File: src/rtl/score_counter.sv
// -----------------------------------------------------------------------------
// score_counter
//
// Front end of the score display path. Three active-low push buttons
// (player-1 point, player-2 point, clear) are synchronized, debounced and
// falling-edge detected. The resulting one-cycle press strobes drive two
// 2-digit BCD scores and a small game FSM. The game FSM declares the first
// player to reach WIN_SCORE the winner, or a tie when both reach it together.
//
// Parameters
//   DEBOUNCE_CYCLES  consecutive stable synchronized cycles needed to accept a
//                    button level change (>= 1)
//   WIN_SCORE        binary score that ends the game (1..99)
//
// Ports
//   clk        in   system clock
//   rst_n      in   asynchronous active-low reset
//   btn_p1_n   in   player-1 point button, active-low, asynchronous
//   btn_p2_n   in   player-2 point button, active-low, asynchronous
//   btn_clr_n  in   clear button, active-low, asynchronous
//   p1_tens    out  player-1 tens digit, BCD 0..9 (registered)
//   p1_ones    out  player-1 ones digit, BCD 0..9 (registered)
//   p2_tens    out  player-2 tens digit, BCD 0..9 (registered)
//   p2_ones    out  player-2 ones digit, BCD 0..9 (registered)
//   game_over  out  high in any non-PLAY state (registered)
//   winner     out  00 none, 01 player 1, 10 player 2, 11 tie. This is the
//                   FSM state register itself, so it doubles as the state
//                   observation point.
// -----------------------------------------------------------------------------
module score_counter #(
  parameter int DEBOUNCE_CYCLES = 500000,
  parameter int WIN_SCORE       = 21
) (
  input  logic       clk,
  input  logic       rst_n,
  input  logic       btn_p1_n,
  input  logic       btn_p2_n,
  input  logic       btn_clr_n,
  output logic [3:0] p1_tens,
  output logic [3:0] p1_ones,
  output logic [3:0] p2_tens,
  output logic [3:0] p2_ones,
  output logic       game_over,
  output logic [1:0] winner
);

  localparam int CW = (DEBOUNCE_CYCLES > 1) ? $clog2(DEBOUNCE_CYCLES) : 1;
  localparam logic [CW-1:0] CNT_LAST = CW'(DEBOUNCE_CYCLES - 1);

  // WIN_SCORE in the same {tens, ones} BCD form the score registers use,
  // so the win test is a plain equality compare.
  localparam logic [7:0] WIN_BCD = {4'(WIN_SCORE / 10), 4'(WIN_SCORE % 10)};

  localparam int BTN_P1  = 0;
  localparam int BTN_P2  = 1;
  localparam int BTN_CLR = 2;

  // State encoding equals the winner output code.
  typedef enum logic [1:0] {
    PLAY   = 2'b00,
    WIN_P1 = 2'b01,
    WIN_P2 = 2'b10,
    TIE    = 2'b11
  } state_t;

  logic [2:0] w_btn_n;
  logic [2:0] w_press;

  assign w_btn_n = {btn_clr_n, btn_p2_n, btn_p1_n};

  // ---------------------------------------------------------------------------
  // Button channels. w_press[g] is a single-cycle strobe with no back-pressure:
  // it is high for exactly one clk cycle after the debounced level falls, and
  // the consumer must act on it in that cycle or lose it. Release produces
  // no strobe.
  // All channel flops reset to the released state, so reset release never
  // fabricates a falling edge.
  // ---------------------------------------------------------------------------
  for (genvar g = 0; g < 3; g++) begin : g_chan
    logic          r_sync1;
    logic          r_sync2;
    logic          r_deb;
    logic          r_deb_d;
    logic [CW-1:0] r_cnt;

    always_ff @(posedge clk or negedge rst_n) begin
      if (!rst_n) begin
        r_sync1 <= 1'b1;
        r_sync2 <= 1'b1;
        r_deb   <= 1'b1;
        r_deb_d <= 1'b1;
        r_cnt   <= '0;
      end else begin
        r_sync1 <= w_btn_n[g];
        r_sync2 <= r_sync1;
        r_deb_d <= r_deb;
        if (r_sync2 == r_deb) begin
          // Any agreement restarts the stability window.
          r_cnt <= '0;
        end else if (r_cnt == CNT_LAST) begin
          r_deb <= r_sync2;
          r_cnt <= '0;
        end else begin
          r_cnt <= r_cnt + 1'b1;
        end
      end
    end

    assign w_press[g] = r_deb_d & ~r_deb;
  end

  // ---------------------------------------------------------------------------
  // Score and game state
  // ---------------------------------------------------------------------------
  logic [7:0] r_p1;
  logic [7:0] r_p2;
  state_t     r_state;
  logic       r_game_over;

  logic [7:0] w_p1_nxt;
  logic [7:0] w_p2_nxt;
  state_t     w_state_nxt;
  logic       w_p1_win;
  logic       w_p2_win;

  // Two-digit BCD increment, {tens, ones}. 99 saturates.
  function automatic logic [7:0] bcd_inc(input logic [7:0] v);
    if (v == 8'h99) begin
      return v;
    end else if (v[3:0] == 4'd9) begin
      return {v[7:4] + 4'd1, 4'd0};
    end else begin
      return {v[7:4], v[3:0] + 4'd1};
    end
  endfunction

  always_comb begin
    w_p1_nxt    = r_p1;
    w_p2_nxt    = r_p2;
    w_state_nxt = r_state;
    w_p1_win    = 1'b0;
    w_p2_win    = 1'b0;
    if (w_press[BTN_CLR]) begin
      // Clear wins over any point strobe in the same cycle.
      w_p1_nxt    = 8'h00;
      w_p2_nxt    = 8'h00;
      w_state_nxt = PLAY;
    end else if (r_state == PLAY) begin
      if (w_press[BTN_P1]) begin
        w_p1_nxt = bcd_inc(r_p1);
      end
      if (w_press[BTN_P2]) begin
        w_p2_nxt = bcd_inc(r_p2);
      end
      // Only the player who scored this cycle can newly reach WIN_SCORE.
      w_p1_win = w_press[BTN_P1] && (w_p1_nxt == WIN_BCD);
      w_p2_win = w_press[BTN_P2] && (w_p2_nxt == WIN_BCD);
      case ({w_p2_win, w_p1_win})
        2'b11:   w_state_nxt = TIE;
        2'b01:   w_state_nxt = WIN_P1;
        2'b10:   w_state_nxt = WIN_P2;
        default: w_state_nxt = PLAY;
      endcase
    end
  end

  always_ff @(posedge clk or negedge rst_n) begin
    if (!rst_n) begin
      r_p1        <= 8'h00;
      r_p2        <= 8'h00;
      r_state     <= PLAY;
      r_game_over <= 1'b0;
    end else begin
      r_p1        <= w_p1_nxt;
      r_p2        <= w_p2_nxt;
      r_state     <= w_state_nxt;
      r_game_over <= (w_state_nxt != PLAY);
    end
  end

  assign p1_tens   = r_p1[7:4];
  assign p1_ones   = r_p1[3:0];
  assign p2_tens   = r_p2[7:4];
  assign p2_ones   = r_p2[3:0];
  assign game_over = r_game_over;
  assign winner    = r_state;

endmodule

File: config.mk
export PLATFORM = sky130hd
export DESIGN_NAME = score_counter
export DESIGN_NICKNAME = d
export VERILOG_FILES = /design/src/rtl/score_counter.sv
export SDC_FILE = /design/constraint.sdc
export NUM_CORES = 1
export LEC_CHECK = 0
export ABC_AREA = 1
export BUFFER_PORTS_ARGS = -buffer_cell sky130_fd_sc_hd__buf_2
export CORE_ASPECT_RATIO = 1.2
export CORE_MARGIN = 2
export CORE_UTILIZATION = 60
export CTS_BUF_LIST = sky130_fd_sc_hd__clkbuf_4
export CTS_CLUSTER_SIZE = 24
export DETAILED_ROUTE_END_ITERATION = 12
export MAX_ROUTING_LAYER = met4
export PLACE_DENSITY_LB_ADDON = 0.2
export SYNTH_ARGS = -nofsm -noshare
export SYNTH_HDL_FRONTEND = slang
export SYNTH_SLANG_ARGS = --single-unit
export TNS_END_PERCENT = 30
File: constraint.sdc
create_clock -name clk -period 4 [get_ports clk]
set_clock_uncertainty 0.05 [all_clocks]
set_input_delay 0.8 -clock clk [delete_from_list [all_inputs] [get_ports clk]]
set_output_delay 0.8 -clock clk [all_outputs]
set_load 0.01 [all_outputs]
Word level (Yosys, flattened, before mapping)
Index checks and enable logic that the tools add are counted.
Word-level totals
  flip-flop bits (word level): 88
  input port bits: 5
  logic and storage cells: 81
Operators by class
  add/subtract/negate cells: 7
  eq/ne operators: 15
  muxes and demuxes: 23
  bitwise operators: 9
  reductions and logical operators: 8
Operators with widths (number)
  $mux W19: 6
  $mux W8: 14
  $add A19 B1 Y19 const B: 3
  $eq A19 B19 Y1 const B: 3
  $add A4 B1 Y4 const B: 4
  $eq A8 B6 Y1 const B: 2
  $eq A8 B8 Y1 const B: 2
  $eq A4 B4 Y1 const B: 2
  $not A1 Y1: 6
  $pmux W2 S3: 1
  $reduce_and A2 Y1: 3
  $eq A2 B2 Y1 const B: 2
  $mux W2: 2
  $reduce_bool A2 Y1: 2
  $and A1 B1 Y1: 3
  $eq A1 B1 Y1: 3
  $eq A2 B1 Y1 const B: 1
  $logic_and A1 B1 Y1: 2
  $logic_not A2 Y1: 1

Longest topological paths before layout
Gate-level depths: netlist of the first run.
  depth in word-level cells: 13
  mapped depth: 12
  gate-level depth less buffers: 12

Worst setup path after synthesis of the first run
Ideal clock, no wire load.
  kind: register to register
  start point: reg g_chan[0].r_cnt[0]
  end point: reg g_chan[0].r_cnt[12]
  setup time: 121 ps
  arrival time: 1536 ps
  data required time: 3829 ps
  slack: 2292 ps
  stages on the path, launching flop included: 10
  path buffers: 0
  period minus slack after synthesis: 1708 ps
  cells stage by stage: dfrtp_1 > ha_1 > nand3_1 > nor2_1 > nand3_1 > inv_1 > nand3_1 > nor2_1 > xor2_1 > nor2_1
Between the ends
  longest elaborated chain between the ends: 3
RTL lines
  start, declared: RTL line 84  | logic [CW-1:0] r_cnt;
  start signal, assigned: RTL line 104  | r_cnt <= r_cnt + 1'b1;
  $add A19 B1 Y19 or $eq A19 B19 Y1 (tied branches): RTL line 104, 100
  $mux W19 *: RTL line 100  | end else if (r_cnt == CNT_LAST) begin
  $mux W19 *: RTL line 97  | if (r_sync2 == r_deb) begin
Mark *: on every way between the ends. The rest lies on a longest branch, timed or not.
A chain may end at the register's enable or synchronous reset.

Worst setup path after layout of the first run
  start point: reg g_chan[0].r_cnt[0]
  end point: reg g_chan[0].r_cnt[13]
Same word-level chain as after synthesis.

==> metrics.txt, run 1 <==
status=finished clean; layout cell share with drive strength beyond 1=roughly an eighth; routed len/inst=between 10 and 15 um; clock sinks=88; Power Dens Cells=288 mW/mm2; peak supply drop=0.182 mV; total nets after synthesis=603; flip-flop and latch count after synthesis=88; antenna violations before repair=0; cell depth of the worst flop-to-flop path=8; Initial DRT Pass Iterations=6; slew margin rel.=37.7%; Tot GR Track Use=25.2%; total detailed-routing wirelength=slightly below 10000 um; Initial Utilization=61.6%; synthesized-area fraction occupied by adder cells=1.85%; critical path capture point type=register; insertion delay of the later-clocked pin in the worst-skew pair=440 ps; first-pass GRT wire length=roughly 17000 um; gate count of the mapped netlist=591; Syn Area/Cell=7.99 um2; vias per cell=5.74; number of nets in the final layout=633; Worst Path Max Fanout=11; max-capacitance violation count=0; register area share after synthesis=between 40 and 50%; number of setup violations in the final report=0; multiplexer area fraction after synthesis=0.715%; Post-Synthesis Cell Area=0.00472 mm2; gpl congestion=0.932; CTS root buf=sky130_fd_sc_hd__clkbuf_4; RR Endpoint=g_chan[0].r_cnt[13]; number of antenna diodes=0; Hold Crit Class=register to register; H-tree lvl count=3; maximum number of buffers from clock root to sink=2; period utilisation layout=roughly 50%; quantity of I/O buffers inserted on ports=23; die area=0.00860 mm2; number of clock buffers inserted by TritonCTS=9; Core Rows=35; remaining number of nets flagged by the antenna check after routing=0; fill cell count=roughly 650; setup repair after global routing missed its margin=false; post-cts sizing count=0; Post-Place Setup Slack=2030 ps; minimum period implied by the final worst setup slack=between 1500 and 2000 ps; data arrival at the endpoint of the critical path=2280 ps; number of placed I/O pins=24; most frequent standard cell in the layout excluding fill and tap cells=sky130_fd_sc_hd__nand2_1; overall via count from detail_route=4118; count of pins over their slew limit=0; total setup buffers inserted after CTS=0; crit path kind=register to register; DIE HEIGHT=between 100 and 150 um; hold bufs inserted after CTS=0; most frequent cells in the layout=sky130_fd_sc_hd__nand2_1, sky130_fd_sc_hd__nor2_1, sky130_fd_sc_hd__inv_1; share of the synthesized area in compound gates (AO/OA/AOI/OAI)=7.02%; Worst Tran Pin Value=just over 900 ps; worst endpoint required time=~4300 ps; final-layout setup total negative slack=0 ps; xor and xnor fraction of the mapped netlist area=3.89%; overflow left after global routing=0; TritonCTS clock tree=yes; number of distinct library cells after synthesis=41; cell count of the worst hold path=0; chip width=85.0 um; initial DRC count=286; worst hold slack=304 ps; Worst Min Path Start=g_chan[2].r_sync1; largest net degree at the start of global routing=78; Yosys warning total=0; achievable clock frequency=approximately 0.5 GHz; origin of the worst setup path=g_chan[0].r_cnt[0]; total leakage power=0.00226 uW; startpoint of the worst-slack reg-to-reg timing path=g_chan[0].r_cnt[0]; worst setup slack after layout=2000 ps; Critical Path Source Type=register; area delta synth->final=7.60%; placed cell area=~0.0049 mm2; DP HPWL=7140 um; number of endpoints with negative hold slack in the final report=0; R2R setup slack=2000 ps; hold worst-path end=g_chan[2].r_sync2; Reg clk slew, reported paths=130 ps; largest family of logic cells by synthesized area=simple AND/OR/NAND/NOR gates; design area=0.00508 mm2; basic-gate share of the synthesized area counting and, or, nand and nor cells=about a third; DRC violations left=0; number of global-route vias before repair=3983; Core Footprint=approximately 0.0077 mm2
## worst max-delay path by stage
stage | end | slack, ps | depth (start not counted)
6_report | g_chan[0].r_cnt[13] | 2000 | 8
3_5_place_dp | g_chan[0].r_cnt[13] | 2030 | 8
3_3_place_gp | g_chan[0].r_cnt[13] | 2130 | 8
4_1_cts | g_chan[0].r_cnt[13] | 2000 | 8
5_1_grt | g_chan[0].r_cnt[13] | 1780 | 8
2_1_floorplan | g_chan[0].r_cnt[12] | 2290 | 9
## Yosys cell counts (all sizes together)
cell / count / area (um2)
o32ai: 2 / 17.5
nor3: 28 / 156
and2: 1 / 6.26
o22ai: 5 / 31.3
dfstp: 12 / 315
clkbuf: 3 / 11.3
nor4: 5 / 31.3
ha: 7 / 87.6
o21bai: 1 / 7.51
nand3b: 5 / 37.5
mux2: 3 / 33.8
nand4: 29 / 194
inv: 83 / 312
a211oi: 4 / 30.0
nor2: 92 / 378
xnor2: 3 / 26.3
xor2: 18 / 158
nor3b: 2 / 20.0
buf: 2 / 10.0
o21ai: 20 / 104
o2111a: 1 / 11.3
nand2: 106 / 400
o21a: 1 / 7.51
a21oi: 23 / 115
dfrtp: 76 / 1900
clkinv: 1 / 3.75
or2: 3 / 18.8
o211ai: 1 / 7.51
nand3: 54 / 290
## per-layer routing
metal	global-route usage, %	vias to the layer above	share of wire [%]
met5	-	-	0
met4	12.2	0	2.8
met3	3.99	30	5.3
met2	42.3	128	49
met1	29.7	1939	43
li1	-	2021	-
## state kept, by name, indices dropped and copies added, names as in the netlist
| name | cells |
|---|---|
| winner | 2 |
| g_chan.r_cnt | 57 |
| g_chan.r_deb_d | 3 |
| game_over | 1 |
| r_p2 | 8 |
| r_p1 | 8 |
| g_chan.r_deb | 3 |
| g_chan.r_sync2 | 3 |
| g_chan.r_sync1 | 3 |
## critical path, cell delays in order (launching register included)
cell and delay (ps):
sky130_fd_sc_hd__dfrtp_1 450, sky130_fd_sc_hd__ha_1 250, sky130_fd_sc_hd__nand3_1 160, sky130_fd_sc_hd__nor2_1 250
sky130_fd_sc_hd__nand2_1 120, sky130_fd_sc_hd__nand2_1 340, sky130_fd_sc_hd__inv_1 110, sky130_fd_sc_hd__o21ai_0 110
sky130_fd_sc_hd__a21oi_1 70
## cell families (layout without fill, tap and decap cells)
family | Yosys count | count (layout)
adder cells (fa/ha/maj) | 7 | 7
AO/OA/AOI/OAI | 58 | 58
flip-flops | 88 | 88
multiplexers | 3 | 3
AND/OR/NAND/NOR | 325 | 325
XOR/XNOR | 21 | 21
buffers and inverters | 89 | 124
## through the flow
stage	power, uW	util [%]	instances
5_1_grt	1530	66.3	718
4_1_cts	1480	66.3	718
6_report	1460	66.3	718
3_3_place_gp	977	64.5	702
3_5_place_dp	979	64.5	702
2_1_floorplan	950	-	591
## final cells by class
class / count / area, um2 / share of cell area [%]
Sequential cell: 88 / 2220 / 43.6
Timing Repair Buffer: 24 / 125 / 2.46
Clock inverter: 5 / 57.6 / 1.13
Multi-Input combinational cell: 414 / 2170 / 42.7
Inverter: 84 / 315 / 6.20
Clock buffer: 11 / 82.6 / 1.62
Tap cell: 92 / 115 / 2.26
## power breakdown
| group | total (uW) | switching [uW] | leakage [uW] | internal, uW |
|---|---|---|---|---|
| registers | 912 | 9.58 | 0.00118 | 903 |
| logic | 48.9 | 36.6 | 0.00100 | 12.4 |
| clock network | 501 | 296 | 0.0000808 | 205 |
Note: power is estimated with default switching activity, not from simulation.
==> run 2: changes to the inputs <==
CORE_UTILIZATION = 57   (was 60)
clock period = 1.8 ns   (was 4 ns; I/O delays follow)
==> metrics.txt, run 2 (synthesized netlist as in run 1, its figures left out) <==
DIE HEIGHT=104 um (+2.5%); overflow left after global routing=0 (unchanged); Initial DRT Pass Iterations=5 (-1); final core utilization=68.5% (+2.2 points); layout cell share with drive strength beyond 1=22.3% (+10 points); worst endpoint required time=2100 ps (-2180 ps); remaining number of nets flagged by the antenna check after routing=0 (unchanged); Initial Utilization=58.3% (-3.4 points); cell depth of the worst flop-to-flop path=11 (+3); number of antenna diodes=0 (unchanged); net switching power figure=806 uW (+140%); Reg clk slew, reported paths=160 ps (+30 ps); most frequent cells in the layout=sky130_fd_sc_hd__nand2_1, sky130_fd_sc_hd__nor2_1, sky130_fd_sc_hd__inv_1; switching portion of total power=25.4% (+2.0 points); total leakage power=0.00245 uW (+8.2%); die area=0.00903 mm2 (+5.0%); Critical Path Source Type=register; number of nets in the final layout=671 (+6.0%); area delta synth->final=17.6%; global-route track usage on met3=5.50% (+1.5 points); slew margin rel.=66.3% (+29 points); clock sinks=88 (unchanged); placed instance count=726 (+3.4%); peak supply drop=0.370 mV (+100%); max reg flops=57 (unchanged); achievable clock frequency=0.562 GHz (+12%); minimum period implied by the final worst setup slack=1780 ps (-219 ps); maximum number of buffers from clock root to sink=2 (unchanged); Tot GR Track Use=24.7% (-0.53 points); data arrival at the endpoint of the critical path=2080 ps (-200 ps); routed len/inst=14.3 um (+4.4%); chip width=87.1 um (+2.5%); overall via count from detail_route=4346 (+5.5%); Hold Crit Class=input port to async pin; Core Footprint=0.00811 mm2 (+5.8%); setup repair after global routing missed its margin=true; vias per cell=5.73 (-0.16%); GR Util met2=38.4% (-3.9 points); R2R setup slack=20 ps (-1980 ps); antenna violations before repair=0 (unchanged); Layout Cells excl Fill=759 (+5.7%); number of placed I/O pins=24 (unchanged); clock power share=30.8% (-3.5 points); Top Registers=g_chan.r_cnt x57, r_p1 x8, r_p2 x8; insertion delay of the later-clocked pin in the worst-skew pair=460 ps (+20 ps); Biggest register=g_chan.r_cnt; H-tree lvl count=3 (unchanged); DRC violations left=0 (unchanged); number of global-route vias before repair=4218 (+5.9%); DP HPWL=7390 um (+3.5%); first-pass GRT wire length=17700 um (+4.1%); initial DRC count=221 (-23%); number of setup violations in the final report=0 (unchanged); Core Rows=36 (+2.9%); Power Dens Cells=571 mW/mm2 (+98%); count of pins over their slew limit=0 (unchanged); portion of total power attributed to combinational logic=5.2% (+1.9 points); period utilisation layout=98.9% (+49 points); critical path capture point type=register; met1 Resource Use GR=30.2% (+0.47 points); Worst Path Max Fanout=5 (-6); quantity of I/O buffers inserted on ports=23 (unchanged); largest net degree at the start of global routing=35 (-55%); number of endpoints with negative hold slack in the final report=0 (unchanged); TritonCTS clock tree=yes; share of total power in sequential cells=64.0% (+1.6 points); Worst Tran Pin Value=504 ps (-431 ps); busiest metal layer after global routing=met2; CTS root buf=sky130_fd_sc_hd__clkbuf_4; RR Endpoint=g_chan[1].r_cnt[16]; status=finished clean; startpoint of the worst-slack reg-to-reg timing path=g_chan[1].r_cnt[0]; max-capacitance violation count=0 (unchanged); crit path kind=register to register; most frequent standard cell in the layout excluding fill and tap cells=sky130_fd_sc_hd__nand2_1; gpl congestion=0.958 (+2.8%); cell-internal power=2360 uW (+110%); total detailed-routing wirelength=10800 um (+10%); number of clock buffers inserted by TritonCTS=9 (unchanged)
run 2: changes by cell type in the layout (fill, tap and decap cells not counted), sizes merged:
cell         change
clkinvlp         +3
dlygate4sd3      +4
clkbuf           -1
buf             +34
bufinv           -1
clkinv           -1
run 2: power groups by stage:
stage	Clock, uW	Sequential [uW]	Combinational [uW]
2_1_floorplan	0	2060	51.7
3_3_place_gp	0	2060	137
3_5_place_dp	0	2060	140
4_1_cts	1020	2030	147
5_1_grt	1100	2030	187
6_report	977	2030	163
run 2: worst max path at each step:
stage,to,start
6_report,g_chan[1].r_cnt[16],g_chan[1].r_cnt[0]
4_1_cts,g_chan[1].r_cnt[14],g_chan[1].r_cnt[0]
2_1_floorplan,g_chan[0].r_cnt[12],g_chan[0].r_cnt[0]
5_1_grt,g_chan[1].r_cnt[16],g_chan[1].r_cnt[0]
3_3_place_gp,g_chan[1].r_cnt[14],g_chan[1].r_cnt[0]
3_5_place_dp,g_chan[2].r_cnt[14],g_chan[2].r_cnt[1]
run 2: critical path: stages, from the launching register on:
cell and delay, ps:
sky130_fd_sc_hd__dfrtp_1 460, sky130_fd_sc_hd__ha_4 180, sky130_fd_sc_hd__nand3_4 90, sky130_fd_sc_hd__nor2_4 150
sky130_fd_sc_hd__inv_2 60, sky130_fd_sc_hd__nor2_4 110, sky130_fd_sc_hd__nand3_4 90, sky130_fd_sc_hd__nor2_4 180
sky130_fd_sc_hd__buf_4 140, sky130_fd_sc_hd__nand3_1 60, sky130_fd_sc_hd__nand2_1 80, sky130_fd_sc_hd__nor2_1 40
run 2: repair_timing:
item / 4_1_cts / 5_1_grt
hold buffers: 4 / 0
endpoints found under the hold margin: 22 / 0
setup endpoints to repair: 2 / 23
buffers inserted: 0 / 13
pin swaps: 0 / 12
gates resized for setup: 1 / 51
run 2: stage by stage:
| stage | TNS [ps] | hold slack (ps) | power [uW] | worst slack [ps] | instance area (um2) |
|---|---|---|---|---|---|
| after CTS | 0 | 255 | 3200 | 3.02 | 5280 |
| after global routing | -707 | 280 | 3320 | -86.5 | 5550 |
| after global placement | 0 | 246 | 2200 | 81.3 | 5130 |
| after floorplan | 0 | 14.4 | 2110 | 92.2 | 4720 |
| final | 0 | 278 | 3170 | 19.8 | 5550 |
| after detailed placement | -2.56 | 244 | 2200 | -1.98 | 5130 |
run 2: routing by layer:
metal	up-vias	wire length [um]
li1	2089	-
met1	2068	4490
met2	158	5530
met3	31	536
met4	0	275
met5	-	0
run 2: cell type report:
class / count / area [um2]
fillers: 639 / 2550
multi-input cells: 414 / 2340
flip-flops and latches: 88 / 2220
repair buffers: 62 / 445
inverters: 84 / 315
well taps: 95 / 119
clock buffers: 10 / 75.1
clock inverters: 6 / 36.3
